`config.mk`:
```
export PLATFORM = sky130hd
export DESIGN_NAME = branch_resolve
export DESIGN_NICKNAME = d
export VERILOG_FILES = /design/src/rtl/branch_resolve.sv
export SDC_FILE = /design/constraint.sdc
export NUM_CORES = 1
export LEC_CHECK = 0
export CORE_UTILIZATION = 35
export CTS_CLUSTER_DIAMETER = 60
export DETAILED_ROUTE_END_ITERATION = 6
export GPL_TIMING_DRIVEN = 1
export SLEW_MARGIN = 10
export SYNTH_ARGS = -nofsm -noshare
export SYNTH_HDL_FRONTEND = slang
export SYNTH_SLANG_ARGS = --single-unit
```
`constraint.sdc`:
```
create_clock -name clk -period 2.6 [get_ports clk]
set_clock_uncertainty 0.1 [all_clocks]
set_input_delay 0.78 -clock clk [delete_from_list [all_inputs] [get_ports clk]]
set_output_delay 0.78 -clock clk [all_outputs]
set_load 0.05 [all_outputs]
```
`src/rtl/branch_resolve.sv`:
```
// ============================================================================
// Module   : branch_resolve
// Purpose  : Resolves conditional branches against a forwarded {Z,V,N} flag
//            register, waiting (bounded) for in-flight flag-writing ops.
// Revision : 1.0 - initial release
// ============================================================================
`default_nettype none

module branch_resolve #(
  parameter int TIMEOUT = 16
) (
  input  logic       clk,
  input  logic       rst,
  input  logic [2:0] flags_in,
  input  logic [2:0] flag_wr,
  input  logic       flag_pend,
  input  logic       br_valid,
  input  logic [2:0] br_cond,
  output logic       br_ready,
  output logic       res_valid,
  output logic       res_taken,
  output logic       res_err,
  output logic [2:0] flags
);

  typedef enum logic [1:0] {
    S_IDLE = 2'd0,
    S_WAIT = 2'd1,
    S_RESP = 2'd2
  } state_t;

  localparam logic [2:0] C_UNCOND  = 3'b111;
  // Last counter value before the increment that reaches TIMEOUT-1.
  localparam logic [7:0] C_CNT_END = 8'(TIMEOUT - 2);

  state_t     state_q, state_d;
  logic [7:0] cnt_q, cnt_d;
  logic [2:0] cond_q, cond_d;
  logic [2:0] flags_q;
  logic       taken_q, taken_d;
  logic       err_q, err_d;
  logic [2:0] eff_flags;

  function automatic logic cond_eval(input logic [2:0] cond, input logic [2:0] f);
    logic z, v, n;
    z = f[2];
    v = f[1];
    n = f[0];
    case (cond)
      3'b000:  cond_eval = !z;
      3'b001:  cond_eval = z;
      3'b010:  cond_eval = !z && !n;
      3'b011:  cond_eval = n;
      3'b100:  cond_eval = z || !n;
      3'b101:  cond_eval = z || n;
      3'b110:  cond_eval = v;
      default: cond_eval = 1'b1;
    endcase
  endfunction

  assign eff_flags = (flags_q & ~flag_wr) | (flags_in & flag_wr);

  always_comb begin
    state_d = state_q;
    cnt_d   = cnt_q;
    cond_d  = cond_q;
    taken_d = 1'b0;
    err_d   = 1'b0;
    case (state_q)
      S_IDLE: begin
        if (br_valid) begin
          cond_d = br_cond;
          if (!flag_pend || br_cond == C_UNCOND) begin
            state_d = S_RESP;
            taken_d = cond_eval(br_cond, eff_flags);
          end else begin
            state_d = S_WAIT;
            cnt_d   = 8'd0;
          end
        end
      end
      S_WAIT: begin
        if (!flag_pend) begin
          state_d = S_RESP;
          taken_d = cond_eval(cond_q, eff_flags);
        end else begin
          cnt_d = cnt_q + 8'd1;
          if (cnt_q == C_CNT_END) begin
            state_d = S_RESP;
            err_d   = 1'b1;
          end
        end
      end
      S_RESP:  state_d = S_IDLE;
      default: state_d = S_IDLE;
    endcase
  end

  always_ff @(posedge clk) begin
    if (rst) begin
      state_q <= S_IDLE;
      cnt_q   <= 8'd0;
      cond_q  <= 3'd0;
      flags_q <= 3'd0;
      taken_q <= 1'b0;
      err_q   <= 1'b0;
    end else begin
      state_q <= state_d;
      cnt_q   <= cnt_d;
      cond_q  <= cond_d;
      flags_q <= eff_flags;
      taken_q <= taken_d;
      err_q   <= err_d;
    end
  end

  assign br_ready  = (state_q == S_IDLE);
  assign res_valid = (state_q == S_RESP);
  assign res_taken = taken_q;
  assign res_err   = err_q;
  assign flags     = flags_q;

endmodule

`default_nettype wire

```
==> impl_metrics.yaml, run 1 <==
sta:
  grt_setup_unrepaired: "false"
  hold_violations: 0
  setup_tns_ps: 0
  finalCritPeriodShare_pct: 91.0
  setup_viol: 0
  worstMarginPinSlew_ps: 496
  timing.fmax_mhz: 423
  slew_viol_final: 0
  slew_headroom_pct: 66.9
  finalCriticalPeriod_ps: 2370
grt:
  grt_use_total_pct: 15.9
  grt_pass1_vias: 862
  antenna_found_initial: 0
  grt_max_degree: 17
  overflow: 0
  grt_pass1_wl_um: 3880
logic_synthesis:
  synth_seq_cells: 18
  synth-edff-count: 0
  syn_inst: 112
  synthFlopType: "dfxtp_1"
  syn_avg_cell_area_sq_um: 9.08
  syn_nets: 127
  synth_area_leaders: "dfxtp_1 35%, mux2i_1 4.9%, a21oi_1 4.4%"
  syn-cell-area_sq_um: 1020
  synth_top_area_share_pct: 35.4
  yosysSeqAreaShare_pct: 35.4
  ys.warnings.count: 0
  synthArstFlopShare_pct: 0
  yosysTopAreaCell: "dfxtp_1"
  yosysUniqueCellTypes: 39
floorplan:
  die_w_um: 55.9
  io_pins: 20
  coreArea_sq_um: 2760
  die_h_um: 55.9
  start_util_pct: 36.9
  rows: 19
  die_area_sq_um: 3130
worst_hold_path:
  hold_class: "reg2reg"
drt:
  dr.pass1.iters: 4
  wl_per_cell_um: 13.5
  wl_um: 2280
  vias: 948
  drc: 0
  ant_nets: 0
  vias_per_cell: 5.64
  drtIter0Drc: 12
worst_setup_path:
  crit_arrival_ps: 1490
  cp-end-kind: "output pin"
  crit_path_top_delay_cell: "clkdlybuf4s50_1"
  crit_type: "reg2out"
  crit_path_max_fanout: 3
  cp_num_buf_inv: 1
  critical_path.max_stage_delay_ps: 810
  cp_data_required_time_ps: 1720
  reg2reg_slack_ps: 1050
  cp_top_family: "buffers and inverters"
  path_cells: "clkdlybuf4s50_1"
  critPathLaunchType: "flip-flop"
placement:
  gp_congestion: 0.871
  dp_hpwl_um: 1630
  dp.cells: 164
  io_buffers: 19
layout:
  nNetsFinal: 153
  diodes: 0
  syn2layout_area_growth_pct: 29.2
  fin_cells: 168
  utilization_pct: 47.6
  seqCellArea_sq_um: 360
  multi_input_area_sq_um: 616
  drive_gt1_share_pct: 15.3
  fillCellCount: 277
cts:
  h-tree-depth: 1
  cts_num_sinks: 18
  numCtsBuffers: 3
  cts_tree: "yes"
  cts-root-buf: "clkbuf_4"
  path_clk_slew_ps: 100
  insertion_delay_ps: 300
  clock_path_buffers: 2
power_and_ir_drop:
  p_leak_nw: 0.467
  ir_worst_vdd_mv: 0.414
  powerDensity_nw_per_um2: 479
job:
  max-cap-violations: 0
run_status:
  status: "finished, final reports clean"
## through the flow
stage	hold slack, ps	power (mW)	setup WS, ps	cell area (sq um)
after floorplan	347	0.397	537	1020
after CTS	405	0.639	222	1310
after global placement	364	0.457	123	1280
after global routing	427	0.662	172	1310
final	398	0.630	234	1310
after detailed placement	388	0.459	57.0	1280
## cell families after synthesis
group	count (synthesis)	share of synthesized area [%]
flip-flops	18	35.4
adder cells (fa/ha/maj)	2	2.46
multiplexers	8	8.98
AND/OR/NAND/NOR	47	29.9
AO/OA/AOI/OAI	29	19.2
buffers and inverters	8	4.06
## metal layers
metal	track usage [%]	wire (um)	part of all wire, %
met2	25.3	1030	45
met1	19.8	1130	50
met3	5.35	89	3.9
met4	6.27	29	1.3
met5	0	0	0
## synth_stat cells, drive strengths merged (2+ instances only)
| library cell | count |
|---|---|
| a211oi | 4 |
| clkbuf | 2 |
| nor2b | 3 |
| or4 | 6 |
| and3 | 2 |
| dfxtp | 18 |
| or3 | 2 |
| mux2 | 3 |
| ha | 2 |
| o31ai | 6 |
| nor2 | 9 |
| o21ai | 3 |
| a21oi | 10 |
| nor4b | 4 |
| buf | 3 |
| inv | 3 |
| nor3b | 4 |
| nand2 | 4 |
| nand4 | 3 |
| mux2i | 5 |
| nand3 | 5 |
## layout make-up
cell class / count / share of cell area [%]
multi-input cells: 86 / 46.9
well taps: 31 / 2.95
flip-flops and latches: 18 / 27.4
clock buffers: 4 / 2.76
inverters: 3 / 0.857
repair buffers: 26 / 19.1
## state kept, by name, summed over array words and instances (netlist names)
name	flops
res_taken	1
state_q	2
cnt_q	8
res_err	1
cond_q	3
flags	3
## path summary, 6_finish.rpt
| check | start | endpoint | cells after the start |
|---|---|---|---|
| worst max-delay path | flags[0]$_SDFF_PP0_ | flags[0] | 1 |
| worst min-delay path | cnt_q[3]$_SDFFE_PP0P_ | cnt_q[3]$_SDFFE_PP0P_ | 2 |
| worst max register to register | state_q[0]$_SDFFE_PP0P_ | cnt_q[3]$_SDFFE_PP0P_ | 4 |
| worst min register to register | cnt_q[3]$_SDFFE_PP0P_ | cnt_q[3]$_SDFFE_PP0P_ | 2 |
## placed cells by master (no fill, tap or decap), types with 2 or more instances in the layout
cell type	Yosys	layout
mux2_4	2	2
nor2b_1	3	3
o31ai_1	6	6
a211oi_1	4	4
nand2_1	4	4
inv_1	3	3
nand3_1	4	4
clkbuf_4	0	3
buf_4	0	7
or3_1	2	2
or4_1	6	6
clkdlybuf4s50_1	0	17
nor2_1	9	9
nand4_1	3	3
and3_1	2	2
a21oi_1	9	9
ha_1	2	2
dfxtp_1	18	18
o21ai_0	3	3
mux2i_1	5	5
nor3b_1	3	3
nor4b_1	3	3
## repair_timing
action,4_1_cts,5_1_grt
setup buffers,0,0
resized for setup,1,0
setup endpoints to repair,1,0
hold buffers,0,0
## worst min-delay path, stage by stage, from the launching register on
cell	delay, ps
dfxtp_1	330
o31ai_1	70
a21oi_1	60
## power by group
| group | switching [mW] | leakage, nW | internal, mW |
|---|---|---|---|
| Combinational | 0.0803 | 0.299 | 0.0704 |
| Sequential | 0.0140 | 0.147 | 0.287 |
| Clock | 0.0929 | 0.0210 | 0.0855 |
Power figures use the tool's default switching activity.
==> inputs of run 2 (changes only) <==
Settings changed: SETUP_SLACK_MARGIN set to 0.05, SLEW_MARGIN 10 to 20.
==> results of run 2 <==
The final DEF is identical to that of run 1; final timing and power are the same.
==> inputs of run 3 (changes only) <==
Settings changed: CTS_CLUSTER_DIAMETER 60 to 50.
==> results of run 3 <==
The final DEF is identical to that of run 1; final timing and power are the same.
==> patch (settings of run 2) <==
Encoding of `state_t`: now one-hot (3 bits for 3 states).
--- a/src/rtl/branch_resolve.sv
+++ b/src/rtl/branch_resolve.sv
@@ -24,8 +24,8 @@
 );
 
-  typedef enum logic [1:0] {
-    S_IDLE = 2'd0,
-    S_WAIT = 2'd1,
-    S_RESP = 2'd2
+  typedef enum logic [2:0] {
+    S_IDLE = 3'b001,
+    S_WAIT = 3'b010,
+    S_RESP = 3'b100
   } state_t;
 
Function: same outputs for any inputs over 10 cycles, from zero or initial values and one cycle with rst high; not proved beyond that.
==> patch against run 2 <==
The run now ends with design-rule violations left; global-route usage is essentially flat; worst setup slack improved by 18 ps; combinational power up 15%; count of clock-buffer cells in the layout decreased by 1; power increased by 4.0%; die area up 3.3%; synthesized area increased by 3.4%; sequential cell count is 1 higher; critical path type unchanged; non-clock buffer count up 1; design area up 2.1%; routed wire length rose by 2.8%.
==> patch: results (changes against run 2) <==
| Metric | Value |
|---|---|
| Met2 WL | `1.05 mm (+2.2%)` |
| Share of cells above drive strength 1 | `18.3% (+3.0 points)` |
| Hold slack | `399 ps (+0.299 ps)` |
| Initial detailed-routing violation count | `47 (+35)` |
| Yosys reg bits | `19 (+1)` |
| Inst Count DP | `169 (+3.0%)` |
| WL met1 | `1.17 mm (+3.5%)` |
| Vias in the first global route | `930 (+7.9%)` |
| Via/cell ratio | `5.73 (+1.6%)` |
| Peak supply drop | `250 uV (-40%)` |
| Final-layout clock-cell area share | `2.24% (-0.52 points)` |
| Failing checks | `design-rule violations` |
| Multi-input combinational area share | `47.7% (+0.81 points)` |
| First-pass GRT wire length | `4.02 mm (+3.6%)` |
| Distinct cells, synth | `41 (+5.1%)` |
| Seq/Total Area, Yosys | `36.1% (+0.72 points)` |
| Routed WL | `2.34 mm (+2.8%)` |
| Die Area | `3230 um2 (+3.3%)` |
| DRC viols | `5 (+5)` |
| Met2 Usage GRT | `24.5% (-0.81 points)` |
| Fin nets | `158 (+3.3%)` |
| Gr usage total | `15.8% (-0.037 points)` |
| Signal buf overhead | `18.3% (-0.86 points)` |
| Synthesized net count | `130 (+2.4%)` |
| WP data arrival | `1470 ps (-20 ps)` |
| Gpl congestion | `0.758 (-13%)` |
| Count of non-CTS buffers in the layout | `27 (+3.8%)` |
| Met1 usage | `21.7% (+1.9 points)` |
| Relative slew slack | `66.8% (about the same)` |
| DR vias | `992 (+4.6%)` |
| Synth area leaders | `dfxtp_1 36%, a21oi_1 5.2%, o31ai_1 4.3%` |
| Crit share post-route | `90.3% (-0.68 points)` |
| Status | `complete, but fails checks` |
-- patch: power by group --
group | total, uW | internal, uW | switching [uW]
registers | 322 | 305 | 17.5
clock network | 159 | 58.6 | 99.9
logic | 174 | 80.6 | 93.7
-- patch: per-stage QoR --
stage | power, uW | util [%]
4_1_cts | 663 | 47.8
3_3_place_gp | 498 | 46.7
3_5_place_dp | 501 | 46.7
5_1_grt | 693 | 47.8
2_1_floorplan | 439 | -
6_report | 655 | 47.8
-- patch: kinds of logic (layout without fill, tap and decap cells) --
group           count (synthesis)  count (layout)  synth area share, %
flops                          19              19                 36.1
mux                             6               6                 5.95
simple gates                   49              49                 30.2
compound gates                 33              33                 22.2
buf+inv                         6              33                 3.09
fa+ha+maj                       2               2                 2.38
-- patch: final timing paths --
kind,startpoint,end
worst max-delay path,flags[2],flags[2]
worst max register to register,state_q[0],cnt_q[5]
worst min-delay path,cnt_q[3],cnt_q[3]
worst min register to register,cnt_q[3],cnt_q[3]
